==> src/rtl/load_sequencer.sv <==
//-----------------------------------------------------------------------------
// load_sequencer
//
// Multicycle load controller sitting between the RV32I memory stage and the
// data memory read port. One load (LB/LH/LW/LBU/LHU) is accepted at a time.
// The controller issues one or two word-aligned reads with a ready handshake,
// extracts the addressed byte/halfword/word, and sign- or zero-extends it.
//
// Build option:
//   MISALIGNED_SPLIT_EN  defined   -> misaligned LH/LHU/LW are serviced; an
//                                     access that crosses a word boundary is
//                                     split into two reads (REQ0 then REQ1).
//                        undefined -> misaligned LH/LHU/LW fault immediately
//                                     without touching memory.
//
// Ports:
//   clk        in   clock, rising edge
//   reset      in   asynchronous active-high reset
//   start      in   load request, sampled in IDLE or DONE
//   addr       in   byte address of the load (captured with start)
//   funct3     in   RV32I load funct3 (captured with start)
//   busy       out  high while a memory read is outstanding (REQ0/REQ1)
//   done       out  single-cycle completion pulse
//   data_out   out  extended load result, held until the next completion
//   fault      out  illegal funct3 / unserviceable misalignment, held
//   mem_req    out  memory read request
//   mem_addr   out  word-aligned memory read address
//   mem_ready  in   read completes on an edge with mem_req && mem_ready
//   mem_rdata  in   read data, sampled on the completing edge
//-----------------------------------------------------------------------------
`timescale 1ns/1ps

module load_sequencer #(
    parameter int XLEN = 32
) (
    input  logic            clk,
    input  logic            reset,
    input  logic            start,
    input  logic [XLEN-1:0] addr,
    input  logic [2:0]      funct3,
    output logic            busy,
    output logic            done,
    output logic [XLEN-1:0] data_out,
    output logic            fault,
    output logic            mem_req,
    output logic [XLEN-1:0] mem_addr,
    input  logic            mem_ready,
    input  logic [XLEN-1:0] mem_rdata
);

    typedef enum logic [1:0] {
        IDLE = 2'd0,
        REQ0 = 2'd1,
        REQ1 = 2'd2,
        DONE = 2'd3
    } state_t;

    state_t            state_reg,    state_next;
    logic [XLEN-1:0]   addr_reg,     addr_next;
    logic [2:0]        funct3_reg,   funct3_next;
    logic [XLEN-1:0]   word0_reg,    word0_next;
    logic [XLEN-1:0]   data_out_reg, data_out_next;
    logic              fault_reg,    fault_next;

    //-------------------------------------------------------------------------
    // Request classification on the incoming (not yet captured) request.
    //-------------------------------------------------------------------------
    logic req_illegal;
    logic req_misaligned;
    logic req_fault;

    always_comb begin
        // 011 and 11x are not loads in RV32I.
        req_illegal    = (funct3 == 3'b011) || (funct3[2:1] == 2'b11);
        req_misaligned = ((funct3[1:0] == 2'b01) && addr[0]) ||
                         ((funct3[1:0] == 2'b10) && (addr[1:0] != 2'b00));
`ifdef MISALIGNED_SPLIT_EN
        req_fault      = req_illegal;
`else
        req_fault      = req_illegal || req_misaligned;
`endif
    end

    //-------------------------------------------------------------------------
    // Word-boundary crossing for the captured request. Without split support
    // a crossing access never reaches REQ0, so REQ1 is pruned away.
    //-------------------------------------------------------------------------
    logic crosses;

`ifdef MISALIGNED_SPLIT_EN
    always_comb begin
        crosses = ((funct3_reg[1:0] == 2'b01) && (addr_reg[1:0] == 2'b11)) ||
                  ((funct3_reg[1:0] == 2'b10) && (addr_reg[1:0] != 2'b00));
    end
`else
    always_comb begin
        crosses = 1'b0;
    end
`endif

    //-------------------------------------------------------------------------
    // Extraction datapath. The 64-bit window is {word1, word0}; on a single
    // read the upper word is zero and the lower word comes straight from the
    // memory bus, so the result is ready on the completing edge.
    //-------------------------------------------------------------------------
    logic [2*XLEN-1:0] window;
    logic [7:0]        win_bytes [8];
    logic [7:0]        sel_bytes [4];
    logic [XLEN-1:0]   raw;
    logic [XLEN-1:0]   load_result;
    logic              sign_ext;

    always_comb begin
        if (state_reg == REQ1) begin
            window = {mem_rdata, word0_reg};
        end else begin
            window = {{XLEN{1'b0}}, mem_rdata};
        end
    end

    genvar gi;
    generate
        for (gi = 0; gi < 8; gi++) begin : g_win
            assign win_bytes[gi] = window[8*gi +: 8];
        end
        // Right shift by 8*offset expressed as a byte-lane mux; the offset
        // is at most 3, so lane gi+offset never leaves the 8-byte window.
        for (gi = 0; gi < 4; gi++) begin : g_sel
            assign sel_bytes[gi] = win_bytes[3'(addr_reg[1:0]) + 3'(gi)];
        end
    endgenerate

    assign raw = {sel_bytes[3], sel_bytes[2], sel_bytes[1], sel_bytes[0]};

    always_comb begin
        sign_ext = ~funct3_reg[2];
        case (funct3_reg[1:0])
            2'b00:   load_result = {{(XLEN-8){sign_ext & raw[7]}},   raw[7:0]};
            2'b01:   load_result = {{(XLEN-16){sign_ext & raw[15]}}, raw[15:0]};
            default: load_result = raw;
        endcase
    end

    //-------------------------------------------------------------------------
    // State register
    //-------------------------------------------------------------------------
    always_ff @(posedge clk or posedge reset) begin
        if (reset) begin
            state_reg    <= IDLE;
            addr_reg     <= '0;
            funct3_reg   <= '0;
            word0_reg    <= '0;
            data_out_reg <= '0;
            fault_reg    <= 1'b0;
        end else begin
            state_reg    <= state_next;
            addr_reg     <= addr_next;
            funct3_reg   <= funct3_next;
            word0_reg    <= word0_next;
            data_out_reg <= data_out_next;
            fault_reg    <= fault_next;
        end
    end

    //-------------------------------------------------------------------------
    // Next-state and output logic
    //-------------------------------------------------------------------------
    logic [XLEN-1:0] word_addr;

    assign word_addr = {addr_reg[XLEN-1:2], 2'b00};

    always_comb begin
        state_next    = state_reg;
        addr_next     = addr_reg;
        funct3_next   = funct3_reg;
        word0_next    = word0_reg;
        data_out_next = data_out_reg;
        fault_next    = fault_reg;
        busy          = 1'b0;
        done          = 1'b0;
        mem_req       = 1'b0;
        mem_addr      = '0;

        case (state_reg)
            IDLE, DONE: begin
                done = (state_reg == DONE);
                if (start) begin
                    addr_next   = addr;
                    funct3_next = funct3;
                    if (req_fault) begin
                        state_next    = DONE;
                        data_out_next = '0;
                        fault_next    = 1'b1;
                    end else begin
                        state_next = REQ0;
                    end
                end else begin
                    state_next = IDLE;
                end
            end

            REQ0: begin
                busy     = 1'b1;
                mem_req  = 1'b1;
                mem_addr = word_addr;
                if (mem_ready) begin
                    word0_next = mem_rdata;
                    if (crosses) begin
                        state_next = REQ1;
                    end else begin
                        state_next    = DONE;
                        data_out_next = load_result;
                        fault_next    = 1'b0;
                    end
                end
            end

            REQ1: begin
                busy     = 1'b1;
                mem_req  = 1'b1;
                // XLEN-bit add wraps 0xFFFFFFFC to 0x00000000.
                mem_addr = word_addr + XLEN'(4);
                if (mem_ready) begin
                    state_next    = DONE;
                    data_out_next = load_result;
                    fault_next    = 1'b0;
                end
            end

            default: begin
                state_next = IDLE;
            end
        endcase
    end

    assign data_out = data_out_reg;
    assign fault    = fault_reg;

endmodule
==> config.mk <==
export PLATFORM = sky130hd
export DESIGN_NAME = load_sequencer
export DESIGN_NICKNAME = d
export VERILOG_FILES = /design/src/rtl/load_sequencer.sv
export SDC_FILE = /design/constraint.sdc
export NUM_CORES = 1
export LEC_CHECK = 0
export BUFFER_PORTS_ARGS = -buffer_cell sky130_fd_sc_hd__buf_2
export CAP_MARGIN = 20
export CORE_MARGIN = 4
export CORE_UTILIZATION = 40
export DETAILED_ROUTE_END_ITERATION = 7
export GPL_ROUTABILITY_DRIVEN = 0
export PLACE_DENSITY = 0.6
export SETUP_SLACK_MARGIN = 0.3
export SLEW_MARGIN = 20
export SYNTH_ARGS = -nofsm -noshare
export SYNTH_HDL_FRONTEND = slang
export SYNTH_SLANG_ARGS = --single-unit
==> constraint.sdc <==
create_clock -name clk -period 3.6 [get_ports clk]
set_input_delay 0.36 -clock clk [delete_from_list [all_inputs] [get_ports clk]]
set_output_delay 0.36 -clock clk [all_outputs]
set_load 0.02 [all_outputs]
==> impl_metrics.csv <==
group,metric,value,unit
route,final_antenna_net_count,0,
sta,slew_headroom,0.269,
layout,multi_input_area,3990,sq um
layout,seq_area,2550,sq um
worst_hold_path,hold_path.class,"in2async",
die,floorplan.die.height,139,um
grt,grt_max_degree,81,
sta,fin_hold_ws,0.146,ns
layout,final_common_cell,"buf_2",
placed_design,hpwl,14800,um
critical_path,end_kind,"primary output",
sta,finalHoldViolCount,0,
yosys,syn_area,6820,sq um
layout,layout-drive-gt1-share,0.369,
sta,finalMaxSlewViolations,0,
cts,cts_tree,"done",
yosys,synth_cells,700,
cts,cts_sinks,102,
route,vias,6135,
die,rows,47,
critical_path,crit_fanout,23,
cts,cts.path.max_buffers,2,
route,drc,0,
power,p_leak,0.00358,uW
grt,grt_pass1_vias,6042,
route,routed_wl,20100,um
sta,period_minus_slack,3.09,ns
sta,skew,0.00837,ns
yosys,synth_flop_cell,"dfrtp_1",
sta,tightest_slew,1.10,ns
sta,setup_viol,0,
route,first_pass_iters,5,
route,via_per_inst,5.92,
die,core,16600,sq um
route,wire_per_inst,19.4,um
yosys,ys_ff_latch,102,
yosys,ys_types,56,
placed_design,io_buffers,136,
run_status,status,"finished, final reports clean",
cts,cts_setup_buffers,0,
placed_design,place_area,7670,sq um
cts,cts_hold_buf,0,
layout,fin_cells,1036,
cts,htreeDepth,3,
power,peakVddDrop,0.000432,V
yosys,synth-async-reset-ratio,1.00,
sta,tns,0,ns
layout,finalInstanceArea,8020,sq um
yosys,yosysSeqAreaShare,0.374,
sta,max_freq,0.323,GHz
sta,fin_crit_sh,0.859,
cts,clkTransAtPathRegs,0.07,ns
cts,cts_buffers,9,
sta,rsz0062_at_grt,"no",
layout,area_delta_synth_final,17.5,%
power,power_density,1050,nW/um^2
critical_path,startpoint_type,"register",
cts,cts_root_buffer,"clkbuf_16",
layout,n_fill_cell,1570,
layout,final_cell_mix,"buf_2, dfrtp_1, mux2_2",
critical_path,cp.required,3.24,ns
layout,nets,889,
placed_design,dp_cells,1020,
critical_path,crit_type,"reg2out",
layout,diodes,0,
grt,grt_overflow,0,
yosys,synth_edf_count,0,
route,drt_first_iter_violations,487,
run,drv_cap,0,
yosys,syn_area_per_cell,9.75,sq um
critical_path,arrival,2.73,ns
grt,antenna_found_initial,1,
die,die_area,19200,sq um
grt,grt_first_pass_wirelength,32300,um
die,io_pins,139,
cts,clock_latency,0.35,ns
die,die_w,139,um
grt,grt_use_total,0.205,
yosys,ys_warn_count,0,
die,start_util,0.410,
[cell type report]
cell class / count / share of cell area
Sequential cell: 102 / 0.319
Inverter: 15 / 0.00765
Clock buffer: 12 / 0.0320
Multi-Input combinational cell: 531 / 0.498
Clock inverter: 4 / 0.00952
Timing Repair Buffer: 152 / 0.0999
Tap cell: 220 / 0.0343
[synth_stat cells (all sizes together) (8+ instances only)]
library cell | count | area [sq um]
mux2i | 43 | 430
mux2 | 96 | 1080
inv | 13 | 48.8
mux4 | 9 | 203
o21ai | 70 | 380
nand2 | 79 | 297
dfrtp | 102 | 2550
nand3 | 19 | 95.1
nor2 | 31 | 116
buf | 22 | 128
and3 | 8 | 50.1
a21oi | 36 | 180
clkbuf | 31 | 116
a211oi | 9 | 72.6
a221o | 9 | 90.1
[power breakdown]
| part | switching (uW) | internal [uW] | total (uW) |
|---|---|---|---|
| registers | 518 | 1710 | 2230 |
| clock network | 445 | 651 | 1100 |
| logic | 3000 | 2120 | 5120 |
[kinds of logic after synthesis]
family	after synthesis	share of synthesized area
AO/OA/AOI/OAI	184	0.179
XOR/XNOR	6	0.00770
adder cells (fa/ha/maj)	7	0.0128
buffers and inverters	68	0.0440
flip-flops	102	0.374
multiplexers	148	0.251
other	1	0.000550
AND/OR/NAND/NOR	184	0.130
[metrics by stage]
| stage | utilization | power (uW) | setup WS [ns] |
|---|---|---|---|
| detailed placement | 0.461 | 7300 | 0.714 |
| global placement | 0.461 | 7170 | 0.782 |
| CTS | 0.481 | 8420 | 0.346 |
| global route | 0.482 | 9040 | 0.338 |
| floorplan | - | 5930 | 0.565 |
| finish | 0.482 | 8450 | 0.506 |
[what timing repair did]
action	CTS	global route
hold endpoints to repair	0	0
setup endpoints to repair	0	10
gates resized for setup	0	2
[layer usage]
metal | part of all wire | track usage | wire length, um | up-vias
met3 | 0.071 | 0.0403 | 1440 | 35
met1 | 0.43 | 0.276 | 8670 | 3008
met4 | 0.019 | 0.0608 | 385 | 2
met2 | 0.48 | 0.338 | 9640 | 255
met5 | 0.00035 | 0 | 7 | -
li1 | - | - | - | 2835
[final timing paths]
check / startpoint / endpoint / slack [ns] / depth (start not counted)
setup / recovery: state_reg[0] / mem_addr[8] / 0.51 / 6
min in group clk: addr[12] / addr_reg[12] / 0.24 / 2
hold / removal: reset / word0_reg[30] / 0.15 / 2
hold reg to reg: data_out[26] / data_out[26] / 0.48 / 2
max in group asynchronous: reset / data_out[14] / 2.60 / 3
setup reg to reg: state_reg[0] / data_out[17] / 0.64 / 7
[critical path, stage by stage (launching register included)]
cell	delay [ns]
dfrtp_1	0.42
inv_1	0.10
ha_2	0.55
inv_1	0.35
or4_1	0.56
a21oi_1	0.20
buf_2	0.20
(Power assumes the default switching activity.)
